===== src/rtl/hoplite_pe_ni_pkg.sv =====
// Shared packet layout for the Hoplite switch and its PE network interface.
// Field positions are derived from the torus address widths.
package hoplite_pe_ni_pkg;

  function automatic int pkt_x_lsb();
    return 0;
  endfunction

  function automatic int pkt_y_lsb(input int x_aw);
    return x_aw;
  endfunction

  function automatic int pkt_pay_lsb(input int x_aw, input int y_aw);
    return x_aw + y_aw;
  endfunction

  // Which producer writes the ejection FIFO in a given cycle.
  typedef enum logic [1:0] {
    EJ_NONE = 2'd0,
    EJ_NET  = 2'd1,
    EJ_LOOP = 2'd2
  } ej_src_e;

endpackage


===== src/rtl/hoplite_pe_ni_pkt_fifo.sv =====
// Synchronous packet FIFO with a registered read pointer; storage is not reset.
// Push and pop may both occur at full; the caller decides when a push is legal.
module pkt_fifo #(
  parameter int W     = 32,
  parameter int DEPTH = 4
) (
  input  logic         clk,
  input  logic         rst_n,
  input  logic         i_push,
  input  logic [W-1:0] i_din,
  input  logic         i_pop,
  output logic [W-1:0] o_dout,
  output logic         o_full,
  output logic         o_empty
);
  localparam int AW = $clog2(DEPTH);

  logic [W-1:0] r_mem [DEPTH];
  logic [AW:0]  r_wr_ptr;
  logic [AW:0]  r_rd_ptr;

  always_ff @(posedge clk) begin
    if (!rst_n) begin
      r_wr_ptr <= '0;
      r_rd_ptr <= '0;
    end else begin
      if (i_push) r_wr_ptr <= r_wr_ptr + 1'b1;
      if (i_pop)  r_rd_ptr <= r_rd_ptr + 1'b1;
    end
  end

  always_ff @(posedge clk) begin
    if (i_push) r_mem[r_wr_ptr[AW-1:0]] <= i_din;
  end

  assign o_dout  = r_mem[r_rd_ptr[AW-1:0]];
  assign o_empty = (r_wr_ptr == r_rd_ptr);
  assign o_full  = (r_wr_ptr[AW] != r_rd_ptr[AW]) &&
                   (r_wr_ptr[AW-1:0] == r_rd_ptr[AW-1:0]);

endmodule


===== src/rtl/hoplite_pe_ni.sv =====
// PE network interface for a Hoplite torus switch: injection FIFO toward the
// switch, ejection FIFO toward the client, local loopback and drop accounting.
module hoplite_pe_ni
  import hoplite_pe_ni_pkg::*;
#(
  parameter int P_W   = 32,
  parameter int X_AW  = 2,
  parameter int Y_AW  = 2,
  parameter int X_POS = 0,
  parameter int Y_POS = 0,
  parameter int DEPTH = 4
) (
  input  logic                   clk,
  input  logic                   rst_n,
  input  logic [X_AW-1:0]        tx_dstx,
  input  logic [Y_AW-1:0]        tx_dsty,
  input  logic [P_W-X_AW-Y_AW-1:0] tx_data,
  input  logic                   tx_vld,
  output logic                   tx_rdy,
  output logic [P_W-1:0]         pein_pkt,
  output logic                   pein_vld,
  input  logic                   peout_rdy,
  input  logic [P_W-1:0]         yout_pkt,
  input  logic                   peout_vld,
  output logic [P_W-1:0]         rx_pkt,
  output logic                   rx_vld,
  input  logic                   rx_rdy,
  output logic [7:0]             drop_cnt,
  output logic                   ovf
);
  localparam int X_LSB = pkt_x_lsb();
  localparam int Y_LSB = pkt_y_lsb(X_AW);
  localparam int D_LSB = pkt_pay_lsb(X_AW, Y_AW);
  localparam int D_W   = P_W - X_AW - Y_AW;

  logic [P_W-1:0] w_tx_pkt;
  logic [P_W-1:0] w_ej_din;
  logic           w_local;
  logic           w_inj_full, w_inj_empty, w_inj_push, w_inj_pop;
  logic           w_ej_full, w_ej_empty, w_ej_push, w_ej_pop, w_ej_room;
  logic           w_drop;
  ej_src_e        w_ej_src;
  logic [7:0]     r_drop_cnt;
  logic           r_ovf;

  always_comb begin
    w_tx_pkt = '0;
    w_tx_pkt[X_LSB +: X_AW] = tx_dstx;
    w_tx_pkt[Y_LSB +: Y_AW] = tx_dsty;
    w_tx_pkt[D_LSB +: D_W]  = tx_data;
  end

  assign w_local   = (tx_dstx == X_AW'(X_POS)) && (tx_dsty == Y_AW'(Y_POS));
  assign w_ej_pop  = !w_ej_empty && rx_rdy;
  // A same-cycle pop frees a slot, so a full ejection FIFO can still accept.
  assign w_ej_room = !w_ej_full || w_ej_pop;
  assign w_inj_pop = !w_inj_empty && peout_rdy;

  assign tx_rdy     = w_local ? (!peout_vld && w_ej_room) : !w_inj_full;
  assign w_inj_push = tx_vld && !w_local && !w_inj_full;
  assign w_drop     = peout_vld && !w_ej_room;

  always_comb begin
    w_ej_src = EJ_NONE;
    if (peout_vld && w_ej_room)
      w_ej_src = EJ_NET;
    else if (tx_vld && w_local && !peout_vld && w_ej_room)
      w_ej_src = EJ_LOOP;
  end

  assign w_ej_push = (w_ej_src != EJ_NONE);
  assign w_ej_din  = (w_ej_src == EJ_LOOP) ? w_tx_pkt : yout_pkt;

  always_ff @(posedge clk) begin
    if (!rst_n) begin
      r_drop_cnt <= '0;
      r_ovf      <= 1'b0;
    end else if (w_drop) begin
      r_ovf <= 1'b1;
      if (r_drop_cnt != 8'hFF) r_drop_cnt <= r_drop_cnt + 8'd1;
    end
  end

  pkt_fifo #(.W(P_W), .DEPTH(DEPTH)) u_inj_fifo (
    .clk     (clk),
    .rst_n   (rst_n),
    .i_push  (w_inj_push),
    .i_din   (w_tx_pkt),
    .i_pop   (w_inj_pop),
    .o_dout  (pein_pkt),
    .o_full  (w_inj_full),
    .o_empty (w_inj_empty)
  );

  pkt_fifo #(.W(P_W), .DEPTH(DEPTH)) u_ej_fifo (
    .clk     (clk),
    .rst_n   (rst_n),
    .i_push  (w_ej_push),
    .i_din   (w_ej_din),
    .i_pop   (w_ej_pop),
    .o_dout  (rx_pkt),
    .o_full  (w_ej_full),
    .o_empty (w_ej_empty)
  );

  assign pein_vld = !w_inj_empty;
  assign rx_vld   = !w_ej_empty;
  assign drop_cnt = r_drop_cnt;
  assign ovf      = r_ovf;

endmodule


===== config.mk =====
export PLATFORM = sky130hd
export DESIGN_NAME = hoplite_pe_ni
export DESIGN_NICKNAME = d
export VERILOG_FILES = /design/src/rtl/hoplite_pe_ni_pkg.sv /design/src/rtl/hoplite_pe_ni_pkt_fifo.sv /design/src/rtl/hoplite_pe_ni.sv
export SDC_FILE = /design/constraint.sdc
export NUM_CORES = 1
export LEC_CHECK = 0
export CELL_PAD_IN_SITES_DETAIL_PLACEMENT = 0
export CELL_PAD_IN_SITES_GLOBAL_PLACEMENT = 2
export CORE_MARGIN = 2
export CORE_UTILIZATION = 35
export DETAILED_ROUTE_END_ITERATION = 7
export PLACE_DENSITY = 0.77
export SLEW_MARGIN = 25
export SYNTH_ARGS = -nofsm -noshare
export SYNTH_HDL_FRONTEND = slang
export SYNTH_SLANG_ARGS = --single-unit

===== constraint.sdc =====
create_clock -name clk -period 5 [get_ports clk]
set_input_delay 1.5 -clock clk [delete_from_list [all_inputs] [get_ports clk]]
set_output_delay 1.5 -clock clk [all_outputs]
set_load 0.1 [all_outputs]

### Yosys cells after proc, flatten, opt, wreduce, memory -nomap -nowiden

Memory sizes are Yosys's and may differ from the RTL's. A register that Yosys moved wholly into a read port is not among the register bits.
Cells that the tools add are included.

* word-level logic and storage cells: 58
* memories: 2
* flip-flop bits (word level): 21
* bits in writable memories: 256

* $add $sub $neg: 5
* equal/unequal tests: 8
* reductions and logical operators: 25
* multiplexer cells: 12

Memories
* u_ej_fifo.r_mem: depth 4, bits a word 32, rd ports 1, clocked after memory_dff 1, wr ports 1, RTL line hoplite_pe_ni_pkt_fifo.sv:18 `logic [W-1:0] r_mem [DEPTH];`
* u_inj_fifo.r_mem: depth 4, bits a word 32, rd ports 1, clocked after memory_dff 1, wr ports 1, RTL line hoplite_pe_ni_pkt_fifo.sv:18

Operator list (number)
* 32-bit 2-to-1 mux: 1
* 1-bit logical AND: 13
* 3-bit by 1-bit adder with 3-bit output (second input constant): 4
* 2-bit 2-to-1 mux: 6
* 8-bit by 1-bit adder with 8-bit output (second input constant): 1
* 8-bit inequality test (second input constant): 1
* 1-bit zero test: 7
* 3-bit == test: 2
* 1-bit 2-to-1 mux: 5
* 2-bit == test: 2
* 2-bit zero test: 2
* 2-bit == test (second input constant): 1
* 1-bit inequality test: 2
* 2-bit AND reduction: 1
* 2-bit nonzero test: 1
* 1-bit logical OR: 1

### Longest topological paths before layout

* depth in word-level cells: 10
* depth in mapped cells: 5
* mapped depth without buffers: 5

### By module

From an unflattened synthesis, not the netlist that was laid out.

* cells, all modules: 515
* area, all modules: 11135.7 sq um

Modules (own cells, without submodules)
* pkt_fifo: instances 2, area an instance 5061.1 sq um, sequential area each 4003.8 sq um, cells each 208
* hoplite_pe_ni: instances 1, area an instance 1013.5 sq um, sequential area each 180.2 sq um, cells each 99

### Least setup slack after synthesis

No wires, ideal clock.

* kind: input-to-output
* start: in tx_dstx[0]
* end: out tx_rdy
* setup slack: -821 ps
* stages: 2
* arrival: 4321 ps
* buffers on the path: 0
* path through: or4_1 > o31ai_1

* word-level cells in the longest chain between the ends: 3

RTL lines
* start, declared: RTL line hoplite_pe_ni.sv:15 `input logic [X_AW-1:0] tx_dstx,`
* 2-bit zero test: RTL line hoplite_pe_ni.sv:53 `assign w_local = (tx_dstx == X_AW'(X_POS)) && (tx_dsty == Y_AW'(Y_POS));`
* 1-bit logical AND: RTL line hoplite_pe_ni.sv:53
* 1-bit 2-to-1 mux: RTL line hoplite_pe_ni.sv:59 `assign tx_rdy = w_local ? (!peout_vld && w_ej_room) : !w_inj_full;`
* end, declared: RTL line hoplite_pe_ni.sv:19 `output logic tx_rdy,`

Every way passes these cells.

### Final worst setup path

* start: in tx_dstx[1]
* end: out tx_rdy

The elaborated chain is that of the path after synthesis.

==> flow_summary.ini <==
[status]
status = finished, final reports clean

[die]
initial_utilization_pct = 35.67
ios = 146
dieArea_sq_um = 32690
die_h_um = 180.8
core.rowCount = 64
die_w_um = 180.8
core-area_sq_um = 30670

[global_route]
antenna_found_initial = 0
grt_max_degree = 33
grt_pass1_wl_um = 35350
grt_overflow = 0
track_usage_pct = 14.22
grt_pass1_vias = 5920

[sta]
setup_viol = 0
drv_slew = 0
finalSetupTns_ps = 0
hold_violations = 0
finalClockSkew_ps = 13.00
post-route-min-period_ps = 4653
fmax_mhz = 214.9
maxSlewHeadroom_pct = 29.83
tightestPinTransition_ps = 1049
grt_setup_unrepaired = false
fin_crit_sh_pct = 93.07

[clock_network]
hold_buffers = 0
cts_tree = built
cts-root-buf = clkbuf_16
htree_levels = 1
numCtsBuffers = 29
cts_sinks = 281
clock_latency_ps = 530
cts_max_path_buffers = 3
post_cts_resized = 0
post_cts_buffers = 0
clkTransAtPathRegs_ps = 50

[job]
drv_cap = 0

[yosys]
synthesis.area_sq_um = 10940
syn_avg_cell_area_sq_um = 21.04
postSynthCellCount = 520
synth.most_common_cell = edfxtp_1
synth_fp_nets = 601
ys_ff_latch = 281
synth_edf_count = 256
yosysTopAreaCell = edfxtp_1
synthArstFlopShare_pct = 0
ys_seq_area_share_pct = 74.85
yosysWarnings = 0
synthTopCellsByArea = edfxtp_1 (70%), mux4_2 (13%), dfxtp_1 (4.6%)
ys_types = 40
synth_ff_type = edfxtp_1
synth_common_cells = edfxtp_1 (256), mux4_2 (64), mux2_2 (26)
synth.top_cell.area_share_pct = 70.27

[route]
drtPass1Iterations = 4
dr.first_iter.drc_count = 247
drc = 0
wl_per_cell_um = 21.05
ant_nets = 0
vias = 5403
finalWirelength_um = 23360
via_per_inst = 4.868

[power_and_ir_drop]
p_per_area_nw_per_um2 = 494.4
switching_share_pct = 34.07
ir_worst_vdd_mv = 0.2391
seq_power_share_pct = 40.6
pwr-share-clk_pct = 31.1
p_int_mw = 4.541
p_leak_nw = 4.488
combPwrFrac_pct = 28.3
switchingPower_mw = 2.346

[worst_setup_path]
cp_max_fo = 6
critPathArrivalTime_ps = 3150
startpoint_type = input port
worstSetupEndpointType = output pin
critPathBufInv = 2
cpMaxStageDelayCell = or4_1
crit_required_ps = 3500
critPathMaxStageDelay_ps = 620
worstSetupPathType = in2out
crit_chain = clkdlybuf4s50_1 -> or4_1 -> o31ai_2 -> buf_12
crit_family = buffers and inverters

[placed_design]
dp_hpwl_um = 15160
port_buffers = 145
gp_congestion = 0.7291

[final_layout]
postLayoutCoreUtil_pct = 45.43
area_delta_synth_final_pct = 27.36
n_antenna_cell = 0
drive_gt1_share_pct = 24.79
nFillCells = 2603
fin_nets = 773

[min_path]
min_path_type = reg2reg
## area by class of cell
class	count	area, sq um	area share (%)
tap	396	495.5	3.556
clock buffer	35	768.2	5.514
inverter	5	18.77	0.1347
timing repair buffer	161	1612	11.57
sequential	281	8195	58.82
clock inverter	18	196.4	1.410
multi-input combinational	214	2646	18.99
## worst paths after layout
check	slack [ps]	from	depth (start not counted)	to
worst max-delay path	350	tx_dstx[1]	4	tx_rdy
worst min-delay path	470	ovf	1	ovf
worst max register to register	2510	u_ej_fifo.r_wr_ptr[0]	6	u_ej_fifo.r_mem[1][16]
worst min register to register	470	ovf	1	ovf
## placed cells by master (no fill, tap or decap), types with 6 or more instances in the layout
cell type / count
a21oi_1: 7
and2_2: 7
buf_4: 20
clkbuf_16: 29
clkdlybuf4s50_1: 136
clkinv_2: 6
dfxtp_1: 21
edfxtp_1: 256
ha_1: 11
mux2_2: 26
mux4_2: 64
nand2_1: 14
nand3_1: 7
nor2_1: 11
nor2b_1: 7
o31ai_1: 6
xor2_1: 9
## kinds of logic (layout without fill, tap and decap cells)
kind of cell             after synthesis  count (layout)  synth area share (%)
AO/OA/AOI/OAI                         26              26                 1.556
flip-flops                           281             281                 74.85
adder cells (fa/ha/maj)               11              11                 1.258
XOR/XNOR                              15              15                 1.270
buffers and inverters                 25             219                 1.132
AND/OR/NAND/NOR                       65              65                 3.420
multiplexers                          97              97                 16.52
## flip-flops by register name, indices dropped and copies added (netlist names), named ones only
register             count
drop_cnt                 8
ovf                      1
u_ej_fifo.r_mem        128
u_ej_fifo.r_rd_ptr       3
u_ej_fifo.r_wr_ptr       3
u_inj_fifo.r_mem       128
u_inj_fifo.r_rd_ptr      3
u_inj_fifo.r_wr_ptr      3
## metal layers
| metal | share of wire (%) | vias to the layer above | global-route usage, % |
|---|---|---|---|
| li1 | - | 2486 | - |
| met1 | 42 | 2743 | 17.71 |
| met2 | 51 | 142 | 25.48 |
| met3 | 5.2 | 32 | 2.882 |
| met4 | 1.7 | 0 | 3.258 |
| met5 | 0 | - | 0 |
## per-stage QoR
step                      cell area (sq um)  setup slack [ps]  instances  hold WS [ps]  power [mW]
final                                 13930             346.7       1110         470.8       6.888
after global routing                  13930             280.8       1110         513.9       7.127
after CTS                             13930             341.9       1110         474.8       6.976
after detailed placement              12970             342.7       1057         456.4       4.823
after global placement                12970             381.9       1057         454.5       4.803
after floorplan                       10940             42.74        520         472.4       4.320
## power by group through the flow
stage,combinational [mW],sequential (mW),clock (mW)
finish,1.95,2.79,2.14
floorplan,1.56,2.76,0
CTS,1.98,2.80,2.20
global placement,1.96,2.84,0
global route,2.02,2.81,2.29
detailed placement,1.97,2.85,0
(Power assumes the default switching activity.)
